===== src/rtl/dma_read_data_to_fpga.sv =====
// Host-to-FPGA data mover: splits a put-data command into chunks, issues paired DMA-read and
// memory-write commands per chunk, and streams returned DMA beats straight into memory write data.
module dma_read_data_to_fpga #(
    parameter int unsigned MAX_CHUNK = 4096
) (
    input  logic              clk,
    input  logic              rst,
    input  logic              s_axis_put_data_cmd_valid,
    output logic              s_axis_put_data_cmd_ready,
    input  logic [127:0]      s_axis_put_data_cmd_data,
    output logic              axis_dma_read_cmd_valid,
    input  logic              axis_dma_read_cmd_ready,
    output logic [63:0]       axis_dma_read_cmd_addr,
    output logic [31:0]       axis_dma_read_cmd_len,
    input  logic              axis_dma_read_data_valid,
    output logic              axis_dma_read_data_ready,
    input  logic [511:0]      axis_dma_read_data_data,
    input  logic [63:0]       axis_dma_read_data_keep,
    input  logic              axis_dma_read_data_last,
    output logic              m_axis_mem_write_cmd_valid,
    input  logic              m_axis_mem_write_cmd_ready,
    output logic [63:0]       m_axis_mem_write_cmd_addr,
    output logic [31:0]       m_axis_mem_write_cmd_len,
    output logic              m_axis_mem_write_data_valid,
    input  logic              m_axis_mem_write_data_ready,
    output logic [511:0]      m_axis_mem_write_data_data,
    output logic [63:0]       m_axis_mem_write_data_keep,
    output logic              m_axis_mem_write_data_last,
    input  logic              s_axis_mem_write_sts_valid,
    output logic              s_axis_mem_write_sts_ready,
    input  logic [7:0]        s_axis_mem_write_sts_data,
    output logic [1:0][31:0]  status_reg
);

    localparam logic [2:0]  IDLE    = 3'd0;
    localparam logic [2:0]  CALC    = 3'd1;
    localparam logic [2:0]  CMD     = 3'd2;
    localparam logic [2:0]  DATA    = 3'd3;
    localparam logic [2:0]  STS     = 3'd4;
    localparam logic [31:0] MAX_LEN = MAX_CHUNK;

    logic [2:0]  state_r;
    logic [63:0] host_addr_r;
    logic [31:0] mem_addr_r;
    logic [31:0] rem_len_r;
    logic [31:0] chunk_len_r;
    logic [31:0] beats_r;
    logic [31:0] beat_cnt_r;
    logic        dma_cmd_valid_r;
    logic        mem_cmd_valid_r;
    logic [31:0] put_count_r;
    logic        misaligned_r;
    logic        wr_err_r;
    logic        last_mismatch_r;

    logic        put_fire_s;
    logic [31:0] put_len_s;
    logic [31:0] chunk_s;
    logic        beat_fire_s;
    logic        gen_last_s;
    logic        sts_fire_s;
    logic [31:0] rem_after_s;

    // Handshake decode and chunk arithmetic
    always_comb begin
        put_fire_s  = (state_r == IDLE) && s_axis_put_data_cmd_valid;
        put_len_s   = s_axis_put_data_cmd_data[127:96] & 32'hFFFF_FFC0;
        chunk_s     = (rem_len_r < MAX_LEN) ? rem_len_r : MAX_LEN;
        beat_fire_s = (state_r == DATA) && axis_dma_read_data_valid && m_axis_mem_write_data_ready;
        gen_last_s  = (beat_cnt_r == (beats_r - 32'd1));
        sts_fire_s  = (state_r == STS) && s_axis_mem_write_sts_valid;
        rem_after_s = rem_len_r - chunk_len_r;
    end

    // Output mapping; the data path is a straight combinational pass-through while in DATA
    always_comb begin
        s_axis_put_data_cmd_ready   = (state_r == IDLE);
        axis_dma_read_cmd_valid     = dma_cmd_valid_r;
        axis_dma_read_cmd_addr      = host_addr_r;
        axis_dma_read_cmd_len       = chunk_len_r;
        m_axis_mem_write_cmd_valid  = mem_cmd_valid_r;
        m_axis_mem_write_cmd_addr   = {32'h0000_0000, mem_addr_r};
        m_axis_mem_write_cmd_len    = chunk_len_r;
        axis_dma_read_data_ready    = (state_r == DATA) ? m_axis_mem_write_data_ready : 1'b0;
        m_axis_mem_write_data_valid = (state_r == DATA) ? axis_dma_read_data_valid : 1'b0;
        m_axis_mem_write_data_data  = axis_dma_read_data_data;
        m_axis_mem_write_data_keep  = axis_dma_read_data_keep;
        m_axis_mem_write_data_last  = (state_r == DATA) ? gen_last_s : 1'b0;
        s_axis_mem_write_sts_ready  = (state_r == STS);
        status_reg[0]               = put_count_r;
        status_reg[1]               = {28'h000_0000, last_mismatch_r, wr_err_r, misaligned_r,
                                       (state_r != IDLE)};
    end

    // Transfer state machine, chunk bookkeeping and sticky status flags
    always_ff @(posedge clk) begin
        if (rst) begin
            state_r         <= IDLE;
            host_addr_r     <= 64'h0;
            mem_addr_r      <= 32'h0;
            rem_len_r       <= 32'h0;
            chunk_len_r     <= 32'h0;
            beats_r         <= 32'h0;
            beat_cnt_r      <= 32'h0;
            dma_cmd_valid_r <= 1'b0;
            mem_cmd_valid_r <= 1'b0;
            put_count_r     <= 32'h0;
            misaligned_r    <= 1'b0;
            wr_err_r        <= 1'b0;
            last_mismatch_r <= 1'b0;
        end else begin
            case (state_r)
                IDLE: begin
                    if (put_fire_s) begin
                        host_addr_r <= s_axis_put_data_cmd_data[63:0];
                        mem_addr_r  <= s_axis_put_data_cmd_data[95:64];
                        rem_len_r   <= put_len_s;
                        if (s_axis_put_data_cmd_data[101:96] != 6'd0) begin
                            misaligned_r <= 1'b1;
                        end
                        // A request shorter than one beat completes without touching either side
                        if (put_len_s == 32'd0) begin
                            put_count_r <= put_count_r + 32'd1;
                        end else begin
                            state_r <= CALC;
                        end
                    end
                end
                CALC: begin
                    chunk_len_r     <= chunk_s;
                    beats_r         <= chunk_s >> 6;
                    beat_cnt_r      <= 32'd0;
                    dma_cmd_valid_r <= 1'b1;
                    mem_cmd_valid_r <= 1'b1;
                    state_r         <= CMD;
                end
                CMD: begin
                    if (axis_dma_read_cmd_ready) begin
                        dma_cmd_valid_r <= 1'b0;
                    end
                    if (m_axis_mem_write_cmd_ready) begin
                        mem_cmd_valid_r <= 1'b0;
                    end
                    if ((!dma_cmd_valid_r || axis_dma_read_cmd_ready) &&
                        (!mem_cmd_valid_r || m_axis_mem_write_cmd_ready)) begin
                        state_r <= DATA;
                    end
                end
                DATA: begin
                    if (beat_fire_s) begin
                        if (axis_dma_read_data_last != gen_last_s) begin
                            last_mismatch_r <= 1'b1;
                        end
                        if (gen_last_s) begin
                            beat_cnt_r <= 32'd0;
                            state_r    <= STS;
                        end else begin
                            beat_cnt_r <= beat_cnt_r + 32'd1;
                        end
                    end
                end
                STS: begin
                    if (sts_fire_s) begin
                        if (s_axis_mem_write_sts_data != 8'h00) begin
                            wr_err_r <= 1'b1;
                        end
                        host_addr_r <= host_addr_r + {32'h0000_0000, chunk_len_r};
                        mem_addr_r  <= mem_addr_r + chunk_len_r;
                        rem_len_r   <= rem_after_s;
                        if (rem_after_s == 32'd0) begin
                            put_count_r <= put_count_r + 32'd1;
                            state_r     <= IDLE;
                        end else begin
                            state_r <= CALC;
                        end
                    end
                end
                default: begin
                    state_r <= IDLE;
                end
            endcase
        end
    end

endmodule


===== config.mk =====
export PLATFORM = sky130hd
export DESIGN_NAME = dma_read_data_to_fpga
export DESIGN_NICKNAME = d
export VERILOG_FILES = /design/src/rtl/dma_read_data_to_fpga.sv
export SDC_FILE = /design/constraint.sdc
export NUM_CORES = 1
export LEC_CHECK = 0
export BUFFER_PORTS_ARGS = -buffer_cell sky130_fd_sc_hd__buf_2
export CAP_MARGIN = 20
export CORE_AREA = 2 2 610 612
export DETAILED_ROUTE_END_ITERATION = 16
export DIE_AREA = 0 0 612 614
export PLACE_DENSITY = 0.3
export SETUP_SLACK_MARGIN = 0.5
export SLEW_MARGIN = 5
export SYNTH_ARGS = -nofsm -noshare
export SYNTH_HDL_FRONTEND = slang
export SYNTH_SLANG_ARGS = --single-unit

===== constraint.sdc =====
create_clock -name clk -period 5.8 [get_ports clk]
set_input_delay 0 -clock clk [delete_from_list [all_inputs] [get_ports clk]]
set_output_delay 0 -clock clk [all_outputs]
set_load 0.01 [all_outputs]

==> metrics.md, run 1 <==
| Metric | Value |
|---|---|
| GR met3 Demand/Resource | `0.0696` |
| Post-synth EDFFs | `0` |
| Setup TNS | `0 ps` |
| Ports placed on the boundary | `1560` |
| Yosys warning count | `0` |
| Combined area of the multi-input logic cells | `11900 sq um` |
| Clock skew | `approximately 42 ps` |
| Total number of vias | `21000` |
| Count of nets left with antenna violations after detail routing | `0` |
| Data required time at the worst endpoint | `between 6000 and 7000 ps` |
| Achievable Freq | `197 MHz` |
| Placement-stage worst setup slack | `946 ps` |
| Share of synthesized cell area in full adder, half adder and majority cells | `0.0580` |
| Final critical path time including I/O delays and setup | `~5100 ps` |
| Area share of and/or/nand/nor cells after synthesis | `0.197` |
| Chip Height | `614 um` |
| Fin nets | `3612` |
| Number of storage elements in the synthesis netlist | `232` |
| Post-synthesis instance total | `2946` |
| Post-route fraction of the period consumed by the critical path | `0.875` |
| Starting Density | `0.0599` |
| Filler cell count | `43500` |
| Largest net degree at the start of global routing | `101` |
| Top cell type by total area after synthesis | `sky130_fd_sc_hd__buf_4` |
| Width of the die | `612 um` |
| Xor/xnor cell area share of the yosys netlist | `0.0510` |
| Fraction of layout instances using a drive strength above 1 | `0.190` |
| Placer Congestion | `around 0.77` |
| Post-synthesis async set-or-reset flop share | `0` |
| DR pass1 iterations | `5` |
| Standard-cell row count | `224` |
| Count of cell types in the netlist | `86` |
| Library cell with the highest instance count after synthesis | `sky130_fd_sc_hd__buf_4` |
| Worst vdd rail ir drop | `0.000179 V` |
| Total GRT Usage | `0.0964` |
| TritonCTS clock tree | `yes` |
| Max Cap Violations | `0` |
| Final number of max-transition violations | `0` |
| Multiplexer share of the synthesized area | `0.0313` |
| Path class of the lowest-slack min-delay path | `in -> out` |
| Outcome | `complete, no violations` |
| Residual DRC | `0` |
| Remaining max-slew budget at the tightest pin | `0.278` |
| LEAKAGE | `10.1 nW` |
| Number of buffers added by the clock tree synthesis step | `38` |
| Vias/cell | `2.68` |
| Clk slew on worst S/H paths | `roughly 60 ps` |
| Master cell of the clock root buffer | `sky130_fd_sc_hd__clkbuf_16` |
| Maximum fanout along the worst path | `7` |
| Wirelength, routed | `191000 um` |
| Die area | `376000 sq um` |
| Sinks on the clock net | `around 230` |
| Minimum setup slack in the final design | `approximately 730 ps` |
| Buffer count from post-CTS setup fixing | `0` |
| GR Layer Usage met1 | `0.0905` |
| Via count of the first global-routing pass | `20200` |
| CTS-repair resized insts | `0` |
| Data arrival time at the worst-slack endpoint | `5630 ps` |
| Iter 0 DRT Violations | `between 1000 and 1500` |
| IO buf count | `347` |
| Routed len/inst | `24.4 um` |
| Growth of design area from synthesis to finish | `26.6%` |
| DP Wirelength | `164000 um` |
| Initial antenna violation count | `116` |
| Placeable Area | `370000 sq um` |
| Count of endpoints failing setup in the final report | `0` |
| Netlist area before placement | `22200 sq um` |
| Final hold violations | `0` |
| Met2 track demand over resource | `0.158` |
| Commonest register cell after synthesis | `sky130_fd_sc_hd__dfxtp_1` |
| First-pass GRT wire length | `233000 um` |
| Crit Path Category | `reg -> reg` |
| Share of Yosys cell area claimed by the top area cell type | `0.228` |
| Number of buffers between clock root and the deepest sink | `3` |
| Storage element area | `about 4600 sq um` |
| Unrepaired setup endpoints after global routing | `no` |
| Per-instance average area after synthesis | `7.53 sq um` |
| Count of H-tree levels built during CTS | `2` |
| Hold_buf cts | `137` |
| Top cells by instance count after synthesis | `sky130_fd_sc_hd__buf_4 (672), sky130_fd_sc_hd__nor2_1 (275), sky130_fd_sc_hd__a21oi_1 (240)` |
| Startpoint class of the critical path | `register` |
| Pwr per Cell Area | `219 nW/um^2` |
| Busiest metal layer after global routing | `met2` |
| Clock network latency to the later pin of the worst-skew pair | `between 600 and 700 ps` |
| Cells taking the most area after synthesis | `sky130_fd_sc_hd__buf_4 (23%), sky130_fd_sc_hd__dfxtp_1 (21%), sky130_fd_sc_hd__ha_1 (5.5%)` |
| Worst Setup End Kind | `register` |
| Overflow left after global routing | `0` |
| Dominant combinational cell family by area after synthesis | `buffers and inverters` |
| Proportion of synthesized chip area in sequential cells | `0.209` |
| Fraction of the mapped netlist area in compound gates | `0.190` |
| Worst-Margin Slew | `1080 ps` |
[metal layers]
layer	share of wire	wire length (um)
met3	0.16	30500
met2	0.46	88400
met4	0.047	8880
met5	0.0051	971
met1	0.32	61900
[registers in the layout (all words and copies together) (netlist names)]
register,count
axis_dma_read_cmd_addr,64
axis_dma_read_cmd_len,32
axis_dma_read_cmd_valid,1
beat_cnt_r,32
last_mismatch_r,1
m_axis_mem_write_cmd_valid,1
mem_addr_r,32
misaligned_r,1
put_count_r,32
rem_len_r,32
state_r,3
wr_err_r,1
[final timing paths]
check / from / to / slack, ps / cells past startpoint
worst max-delay path: axis_dma_read_cmd_len[1]$_SDFFE_PP0P_ / axis_dma_read_cmd_addr[63]$_SDFFE_PP0P_ / 730 / 14
worst max register to register: axis_dma_read_cmd_len[1]$_SDFFE_PP0P_ / axis_dma_read_cmd_addr[63]$_SDFFE_PP0P_ / 730 / 14
worst min-delay path: axis_dma_read_data_keep[61] / m_axis_mem_write_data_keep[61] / 0.003 / 0
worst min register to register: axis_dma_read_cmd_len[14]$_SDFFE_PP0P_ / axis_dma_read_cmd_len[14]$_SDFFE_PP0P_ / 480 / 2
[where the power goes]
part | switching, mW | internal [mW] | leakage (nW)
sequential | 0.129 | 1.69 | 1.89
combinational | 1.19 | 0.653 | 7.57
clock | 1.02 | 1.46 | 0.635
[cells by family after synthesis]
logic type | Yosys count
AND/OR/NAND/NOR | 893
buffers and inverters | 878
AO/OA/AOI/OAI | 647
flip-flops | 232
XOR/XNOR | 129
adder cells (fa/ha/maj) | 101
multiplexers | 65
other | 1
[per-stage QoR]
step / power, mW / area, sq um / instances / utilization / hold WS, ps
final: 6.15 / 28100 / 7819 / 0.0758 / 0.00282
after global placement: 3.64 / 25300 / 7584 / 0.0684 / 0.0686
after CTS: 6.34 / 28000 / 7790 / 0.0756 / 0.0686
after floorplan: 3.32 / 22400 / 3005 / - / 91.8
after detailed placement: 3.63 / 25300 / 7585 / 0.0684 / 0.0686
after global routing: 6.54 / 28000 / 7800 / 0.0757 / 0.0150
[cells in the final DEF, fill, tap and decap left out, types with 10 or more instances in the layout]
cell type,netlist,routed
sky130_fd_sc_hd__and3_1,48,48
sky130_fd_sc_hd__nor3_1,61,61
sky130_fd_sc_hd__mux2i_1,33,33
sky130_fd_sc_hd__nor4_1,40,40
sky130_fd_sc_hd__clkbuf_16,0,38
sky130_fd_sc_hd__a31oi_1,32,32
sky130_fd_sc_hd__nand2_1,204,201
sky130_fd_sc_hd__xnor2_1,71,71
sky130_fd_sc_hd__o21a_1,17,17
sky130_fd_sc_hd__a221oi_1,23,23
sky130_fd_sc_hd__xor2_1,58,58
sky130_fd_sc_hd__dlygate4sd3_1,0,137
sky130_fd_sc_hd__diode_2,0,29
sky130_fd_sc_hd__buf_4,672,58
sky130_fd_sc_hd__buf_2,4,346
sky130_fd_sc_hd__conb_1,1,60
sky130_fd_sc_hd__nand3_1,73,73
sky130_fd_sc_hd__nor2b_1,41,41
sky130_fd_sc_hd__a2111oi_0,14,14
sky130_fd_sc_hd__a21oi_1,240,240
sky130_fd_sc_hd__o21bai_1,23,23
sky130_fd_sc_hd__mux2_2,31,31
sky130_fd_sc_hd__inv_1,78,77
sky130_fd_sc_hd__ha_1,98,98
sky130_fd_sc_hd__o21ai_0,86,85
sky130_fd_sc_hd__nand2b_1,13,13
sky130_fd_sc_hd__and4_1,13,13
sky130_fd_sc_hd__o31ai_1,10,10
sky130_fd_sc_hd__o211ai_1,18,18
sky130_fd_sc_hd__nand4_1,49,49
sky130_fd_sc_hd__a21o_1,33,33
sky130_fd_sc_hd__dfxtp_1,232,232
sky130_fd_sc_hd__nor2_1,275,273
sky130_fd_sc_hd__a22oi_1,21,21
sky130_fd_sc_hd__a211oi_1,36,36
sky130_fd_sc_hd__a311oi_1,25,25
sky130_fd_sc_hd__and2_1,20,19
[area by class of cell]
cell class | instances | area share
Sequential cell | 232 | 0.165
Inverter | 78 | 0.0105
Tap cell | 4972 | 0.222
Timing Repair Buffer | 545 | 0.128
Antenna cell | 29 | 0.00258
Clock buffer | 52 | 0.0389
Multi-Input combinational cell | 1895 | 0.425
Clock inverter | 16 | 0.00762
[critical path, cell delays in order, from the launching register on]
cell and delay, ps:
sky130_fd_sc_hd__dfxtp_1 500, sky130_fd_sc_hd__ha_1 290, sky130_fd_sc_hd__a21o_1 210, sky130_fd_sc_hd__a21oi_1 470, sky130_fd_sc_hd__o211ai_1 200, sky130_fd_sc_hd__a41oi_1 510, sky130_fd_sc_hd__a31oi_1 220, sky130_fd_sc_hd__buf_4 240
sky130_fd_sc_hd__a41o_1 270, sky130_fd_sc_hd__a21oi_1 490, sky130_fd_sc_hd__o21ba_2 340, sky130_fd_sc_hd__nor4_1 120, sky130_fd_sc_hd__mux2i_1 140, sky130_fd_sc_hd__a2111oi_0 390, sky130_fd_sc_hd__dlygate4sd3_1 600
No activity file was read; power rests on OpenSTA's default activity.
==> run 2, diff against run 1 <==
--- a/config.mk
+++ b/config.mk
@@ -7,9 +7,9 @@
 export LEC_CHECK = 0
 export BUFFER_PORTS_ARGS = -buffer_cell sky130_fd_sc_hd__buf_2
 export CAP_MARGIN = 20
-export CORE_AREA = 2 2 610 612
+export CORE_AREA = 2 2 606 608
 export DETAILED_ROUTE_END_ITERATION = 16
-export DIE_AREA = 0 0 612 614
+export DIE_AREA = 0 0 608 610
 export PLACE_DENSITY = 0.3
 export SETUP_SLACK_MARGIN = 0.5
 export SLEW_MARGIN = 5
==> constraint.sdc (replaced) <==
create_clock -name clk -period 5.55 [get_ports clk]
set_input_delay 0 -clock clk [delete_from_list [all_inputs] [get_ports clk]]
set_output_delay 0 -clock clk [all_outputs]
set_load 0.01 [all_outputs]
==> run 2 against run 1 <==
- routed wire length shrank 0.82%
- register-to-register slack better by 60 ps
- hold slack is essentially flat
- highest routed layer unchanged
- die area fell by 1.3%
- core utilization is essentially flat
- non-clock buffer count grew 7
- critical endpoint is now put_count_r[30]$_SDFFE_PP0P_
- sequential power is 5% higher
- count of clock-buffer cells in the layout decreased by 6
- clock power about the same
- flip-flop and latch count is the same
- final area shrank 0.93%
==> metrics.md, run 2 (synthesized netlist as in run 1, its figures left out) <==
| Metric | Value |
|---|---|
| Clock skew | `approximately 37 ps` |
| Wirelength, routed | `189000 um` |
| Most frequent cells in the layout | `sky130_fd_sc_hd__buf_2 (347), sky130_fd_sc_hd__nor2_1 (272), sky130_fd_sc_hd__a21oi_1 (238)` |
| Final critical path time including I/O delays and setup | `4760 ps` |
| Depth of the worst hold-timing path | `0` |
| Placer Congestion | `0.781` |
| Master cell of the clock root buffer | `sky130_fd_sc_hd__clkbuf_16` |
| Fin nets | `3615` |
| Pwr per Cell Area | `about 230 nW/um^2` |
| Worst vdd rail ir drop | `0.000196 V` |
| Ports placed on the boundary | `1560` |
| TritonCTS clock tree | `yes` |
| Via count of the first global-routing pass | `just over 20000` |
| Slowest cell delay on critical path | `a little over 500 ps` |
| Outcome | `complete, no violations` |
| Endpoint with the worst hold slack | `m_axis_mem_write_data_data[18]` |
| Filler cell count | `between 40000 and 50000` |
| Total GRT Usage | `0.0973` |
| Setup slack of the most critical reg-to-reg path | `790 ps` |
| Largest net degree at the start of global routing | `112` |
| Overflow left after global routing | `0` |
| Unrepaired setup endpoints after global routing | `no` |
| Count of nets left with antenna violations after detail routing | `0` |
| Vias/cell | `2.73` |
| Starting Density | `0.0608` |
| Iter 0 DRT Violations | `1321` |
| Data arrival time at the worst-slack endpoint | `5250 ps` |
| Sw power | `2.46 mW` |
| Worst hold margin | `0.00392 ps` |
| Routed len/inst | `about 25 um` |
| Worst R2R Path Depth | `14` |
| Worst-Margin Slew | `roughly 950 ps` |
| LEAKAGE | `10.1 nW` |
| Crit Path Category | `reg -> reg` |
| Count of endpoints failing setup in the final report | `0` |
| Maximum fanout along the worst path | `7` |
| Max Cap Violations | `0` |
| Count of H-tree levels built during CTS | `2` |
| Final number of max-transition violations | `0` |
| Post-route fraction of the period consumed by the critical path | `0.858` |
| Startpoint class of the critical path | `register` |
| Growth of design area from synthesis to finish | `25.5%` |
| Data required time at the worst endpoint | `6040 ps` |
| Setup TNS | `0 ps` |
| Residual DRC | `0` |
| Number of buffers between clock root and the deepest sink | `3` |
| Total number of vias | `20900` |
| Cell-by-cell listing of the critical path | `ha_1 > fa_1 > nand2b_1 > a21oi_1 > a221oi_2 > or3_1 > a31oi_1 > o21ai_1 > a211o_1 > nor4_1 > nand4_1 > buf_4 > a2111oi_0 > mux2_2` |
| First-pass GRT wire length | `235000 um` |
| Sequential fraction of design power | `0.303` |
| Worst-path cell with the longest stage delay | `sky130_fd_sc_hd__a2111oi_0` |
| Worst min-delay path startpoint | `axis_dma_read_data_data[18]` |
| Placeable Area | `364000 sq um` |
| Internal Pwr Total | `between 3 and 4 mW` |
| Path class of the lowest-slack min-delay path | `in -> out` |
| Sinks on the clock net | `232` |
| Critical register-to-register path endpoint | `put_count_r[30]$_SDFFE_PP0P_` |
| Most frequent standard cell in the layout excluding fill and tap cells | `sky130_fd_sc_hd__buf_2` |
| Standard-cell row count | `222` |
| DR pass1 iterations | `5` |
| Number of flip-flops in the largest register | `64` |
| Clock network latency to the later pin of the worst-skew pair | `a little over 600 ps` |
| DP Wirelength | `163000 um` |
| Worst R2R Start | `axis_dma_read_cmd_len[0]$_SDFFE_PP0P_` |
| Remaining max-slew budget at the tightest pin | `0.368` |
| Largest delay contributor family on the critical path | `compound AO/OA/AOI/OAI gates` |
| Initial antenna violation count | `91` |
| Chip Height | `between 600 and 700 um` |
| Final hold violations | `0` |
| Power share of the combinational group | `0.308` |
| IO buf count | `347` |
| Share of total power in the clock network | `0.390` |
| Width of the die | `608 um` |
| Die area | `371000 sq um` |
| Buffering stage count on the worst path with inverters included | `1` |
| Fraction of layout instances using a drive strength above 1 | `0.189` |
| Number of buffers added by the clock tree synthesis step | `34` |
| Achievable Freq | `210 MHz` |
| Worst Setup End Kind | `register` |
| Net Sw Frac | `0.391` |
| Clk slew on worst S/H paths | `around 60 ps` |
[run 2: changes by cell type in the layout (fill, tap and decap cells not counted), sizes merged]
cell,previous run,this run
clkinvlp,3,1
clkinv,10,9
buf,408,409
clkbuf,52,46
inv,78,80
dlygate4sd3,137,143
diode,29,14
[run 2: what timing repair did]
action / in CTS / in global routing
resized for setup: 0 / 6
endpoints found under the setup margin: 0 / 7
hold endpoints to repair: 136 / 0
hold buffers: 143 / 0
buffers inserted: 0 / 1
[run 2: worst max-delay path by stage]
stage	from	endpoint	depth (start not counted)
final	axis_dma_read_cmd_len[0]$_SDFFE_PP0P_	put_count_r[30]$_SDFFE_PP0P_	14
after detailed placement	axis_dma_read_cmd_len[0]$_SDFFE_PP0P_	put_count_r[30]$_SDFFE_PP0P_	14
after global placement	axis_dma_read_cmd_len[6]$_SDFFE_PP0P_	beat_cnt_r[31]$_SDFFE_PP0P_	14
after floorplan	axis_dma_read_cmd_len[14]$_SDFFE_PP0P_	put_count_r[21]$_SDFFE_PP0P_	13
after CTS	axis_dma_read_cmd_len[1]$_SDFFE_PP0P_	axis_dma_read_cmd_addr[45]$_SDFFE_PP0P_	14
after global routing	axis_dma_read_cmd_len[0]$_SDFFE_PP0P_	put_count_r[30]$_SDFFE_PP0P_	14
[run 2: area by class of cell]
class	count	area [sq um]	area share
antenna	14	35.0	0.00126
clock buffer	46	966	0.0347
clock inverter	15	205	0.00738
inverter	78	295	0.0106
multi-input combinational	1895	12000	0.430
sequential	232	4640	0.167
tap	4816	6030	0.217
timing repair buffer	552	3680	0.132
[run 2: layer usage]
metal  routed length [um]  vias to the layer above  global-route usage
met2                89800                     1296               0.165
met5                 1500                        -              0.0209
met4                 7520                       74              0.0340
met3                30100                      382              0.0704
met1                60000                     9766              0.0892
li1                     -                     9369                   -
[run 2: power groups by stage]
stage / clock (mW) / sequential (mW) / combinational (mW)
6_report: 2.46 / 1.91 / 1.94
3_3_place_gp: 0 / 1.95 / 1.86
4_1_cts: 2.62 / 1.91 / 1.98
3_5_place_dp: 0 / 1.95 / 1.85
2_1_floorplan: 0 / 1.92 / 1.55
5_1_grt: 2.62 / 1.92 / 2.13
[run 2: metrics by stage]
stage | worst slack, ps | utilization | area, sq um | power (mW) | std cells
final | 790 | 0.0763 | 27800 | 6.30 | 7648
after global routing | 516 | 0.0763 | 27800 | 6.68 | 7641
after CTS | 547 | 0.0762 | 27800 | 6.51 | 7633
after detailed placement | 774 | 0.0690 | 25200 | 3.80 | 7429
after global placement | 474 | 0.0690 | 25100 | 3.81 | 7426
after floorplan | 1450 | - | 22400 | 3.47 | 3005
==> run 3, diff against run 2 <==
--- a/config.mk
+++ b/config.mk
@@ -7,10 +7,12 @@
 export LEC_CHECK = 0
 export BUFFER_PORTS_ARGS = -buffer_cell sky130_fd_sc_hd__buf_2
 export CAP_MARGIN = 20
-export CORE_AREA = 2 2 606 608
+export CELL_PAD_IN_SITES_DETAIL_PLACEMENT = 0
+export CELL_PAD_IN_SITES_GLOBAL_PLACEMENT = 1
+export CORE_AREA = 2 2 610 612
 export DETAILED_ROUTE_END_ITERATION = 16
-export DIE_AREA = 0 0 608 610
-export PLACE_DENSITY = 0.3
+export DIE_AREA = 0 0 612 614
+export PLACE_DENSITY = 0.31
 export SETUP_SLACK_MARGIN = 0.5
 export SLEW_MARGIN = 5
 export SYNTH_ARGS = -nofsm -noshare
==> run 3 against run 2 <==
- register-to-register slack gained 140 ps
- die area grew 1.3%
- total power grew 0.81%
- critical endpoint is now m_axis_mem_write_data_last
- critical path type is now reg -> out
- clock skew shrank 1.5 ps
- maximum frequency grew 1.5%
- count of clock-buffer cells in the layout grew 5
- highest routed layer unchanged
==> metrics.md, run 3 (synthesized netlist as in run 1, its figures left out) <==
| Metric | Value |
|---|---|
| Count of nets left with antenna violations after detail routing | `0` |
| Initial antenna violation count | `93` |
| Max Cap Violations | `0` |
| Sinks on the clock net | `approximately 230` |
| Iter 0 DRT Violations | `1106` |
| Worst R2R Path Depth | `18` |
| Routed metal-1 wirelength | `59500 um` |
| Fin nets | `3626` |
| Power share of the combinational group | `0.309` |
| Overflow left after global routing | `0` |
| Crit Path Category | `reg -> out` |
| Total number of vias | `20800` |
| Path class of the lowest-slack min-delay path | `in -> out` |
| Internal Pwr Total | `3.86 mW` |
| CP Capture Point | `m_axis_mem_write_data_last` |
| Growth of design area from synthesis to finish | `26.5%` |
| Metal3 WL | `25600 um` |
| Chip Height | `614 um` |
| Met2 wire length | `roughly 81000 um` |
| LEAKAGE | `10.1 nW` |
| Setup slack of the most critical reg-to-reg path | `930 ps` |
| Final number of max-transition violations | `0` |
| Residual DRC | `0` |
| Remaining max-slew budget at the tightest pin | `0.385` |
| Final cell utilization of the core | `0.0758` |
| Outcome | `complete, no violations` |
| Ports placed on the boundary | `1560` |
| Most frequent cells in the layout | `sky130_fd_sc_hd__buf_2 (347), sky130_fd_sc_hd__nor2_1 (272), sky130_fd_sc_hd__a21oi_1 (240)` |
| Clock network latency to the later pin of the worst-skew pair | `620 ps` |
| Master cell of the clock root buffer | `sky130_fd_sc_hd__clkbuf_16` |
| Data arrival time at the worst-slack endpoint | `4690 ps` |
| Maximum fanout along the worst path | `10` |
| Sequential fraction of design power | `0.302` |
| Crit path launch | `axis_dma_read_cmd_len[10]$_SDFFE_PP0P_` |
| TritonCTS clock tree | `yes` |
| Achievable Freq | `213 MHz` |
| Worst vdd rail ir drop | `0.000158 V` |
| Startpoint class of the critical path | `register` |
| Clk slew on worst S/H paths | `60 ps` |
| Number of buffers between clock root and the deepest sink | `3` |
| Worst Setup End Kind | `output pin` |
| Placer Congestion | `about 0.75` |
| Width of the die | `612 um` |
| Placeable Area | `370000 sq um` |
| Fraction of layout instances using a drive strength above 1 | `0.193` |
| DR pass1 iterations | `5` |
| Data required time at the worst endpoint | `approximately 5600 ps` |
| Via count of the first global-routing pass | `20700` |
| Final hold violations | `0` |
| Final critical path time including I/O delays and setup | `4690 ps` |
| Wirelength, routed | `179000 um` |
| Clock skew | `35.9 ps` |
| Number of flip-flops in the largest register | `64` |
| Largest net degree at the start of global routing | `76` |
| Count of endpoints failing setup in the final report | `0` |
| Pwr per Cell Area | `227 nW/um^2` |
| First-pass GRT wire length | `223000 um` |
| Most frequent standard cell in the layout excluding fill and tap cells | `sky130_fd_sc_hd__buf_2` |
| Net Sw Frac | `0.393` |
| Critical register-to-register path endpoint | `axis_dma_read_cmd_addr[60]$_SDFFE_PP0P_` |
| Die area | `376000 sq um` |
| Worst R2R Start | `axis_dma_read_cmd_len[0]$_SDFFE_PP0P_` |
| Unrepaired setup endpoints after global routing | `no` |
| Starting Density | `0.0599` |
| Post-route fraction of the period consumed by the critical path | `0.845` |
| Share of total power in the clock network | `0.390` |
| Number of buffers added by the clock tree synthesis step | `35` |
| Vias/cell | `2.66` |
| Worst-Margin Slew | `between 800 and 900 ps` |
| Standard-cell row count | `224` |
| IO buf count | `347` |
| Routed len/inst | `22.9 um` |
| Setup TNS | `0 ps` |
| Total GRT Usage | `0.0909` |
| DP Wirelength | `151000 um` |
| Sw power | `2.49 mW` |
| Top routing layer used | `met5` |
| Count of H-tree levels built during CTS | `2` |
[run 3: worst max-delay path, cell delays in order, from the launching register on]
cell and delay, ps:
sky130_fd_sc_hd__dfxtp_1 310, sky130_fd_sc_hd__buf_4 220, sky130_fd_sc_hd__or4_4 640, sky130_fd_sc_hd__nor4_4 260, sky130_fd_sc_hd__buf_4 180, sky130_fd_sc_hd__nand4_1 110
sky130_fd_sc_hd__xnor2_1 230, sky130_fd_sc_hd__a2111oi_0 420, sky130_fd_sc_hd__buf_4 200, sky130_fd_sc_hd__nor2b_1 150, sky130_fd_sc_hd__nand4_1 200, sky130_fd_sc_hd__or4_1 560
sky130_fd_sc_hd__nor2_1 290, sky130_fd_sc_hd__buf_2 290
[run 3: worst min path at each step]
stage                     cells after the start  slack (ps)                               to                    startpoint
after floorplan                               1          90    m_axis_mem_write_data_data[0]    axis_dma_read_data_data[0]
after global placement                        0        0.07  m_axis_mem_write_data_data[118]  axis_dma_read_data_data[118]
after detailed placement                      0        0.07  m_axis_mem_write_data_data[118]  axis_dma_read_data_data[118]
after CTS                                     0        0.07  m_axis_mem_write_data_data[118]  axis_dma_read_data_data[118]
after global routing                          0        0.02  m_axis_mem_write_data_data[390]  axis_dma_read_data_data[390]
final                                         0       0.003  m_axis_mem_write_data_data[423]  axis_dma_read_data_data[423]
[run 3: final cells by class]
type                    instances  area, sq um
flip-flops and latches        232         4640
clock buffers                  51          996
repair buffers                562         3710
clock inverters                11          165
well taps                    4972         6220
inverters                      78          295
diodes                         16         40.0
fillers                     43600       342000
multi-input cells            1895        12000
[run 3: power by group through the flow]
stage / clock network [mW] / logic (mW) / registers, mW
after detailed placement: 0 / 1.87 / 1.96
final: 2.48 / 1.96 / 1.92
after floorplan: 0 / 1.55 / 1.92
after CTS: 2.66 / 1.99 / 1.92
after global routing: 2.68 / 2.16 / 1.93
after global placement: 0 / 1.88 / 1.96
[run 3: per-layer routing]
metal  vias up  global-route usage
met1      9801              0.0869
met3       437              0.0576
li1       9400                   -
met2      1101               0.146
met4        64              0.0543
met5         -              0.0134
[run 3: timing repair]
item | in CTS | in global routing
hold endpoints to repair | 165 | 0
buffers inserted | 0 | 5
gates resized for setup | 0 | 5
endpoints found under the setup margin | 0 | 6
hold buffers | 134 | 0
[run 3: per-stage QoR]
| step | hold slack [ps] | power [mW] | cells | cell area (sq um) | setup slack, ps |
|---|---|---|---|---|---|
| 6_report | 0.00282 | 6.35 | 7817 | 28000 | 860 |
| 5_1_grt | 0.0150 | 6.77 | 7808 | 28000 | 576 |
| 4_1_cts | 0.0686 | 6.58 | 7796 | 27900 | 536 |
| 3_5_place_dp | 0.0686 | 3.83 | 7600 | 25400 | 579 |
| 3_3_place_gp | 0.0686 | 3.84 | 7598 | 25400 | 509 |
| 2_1_floorplan | 91.8 | 3.47 | 3005 | 22400 | 1450 |
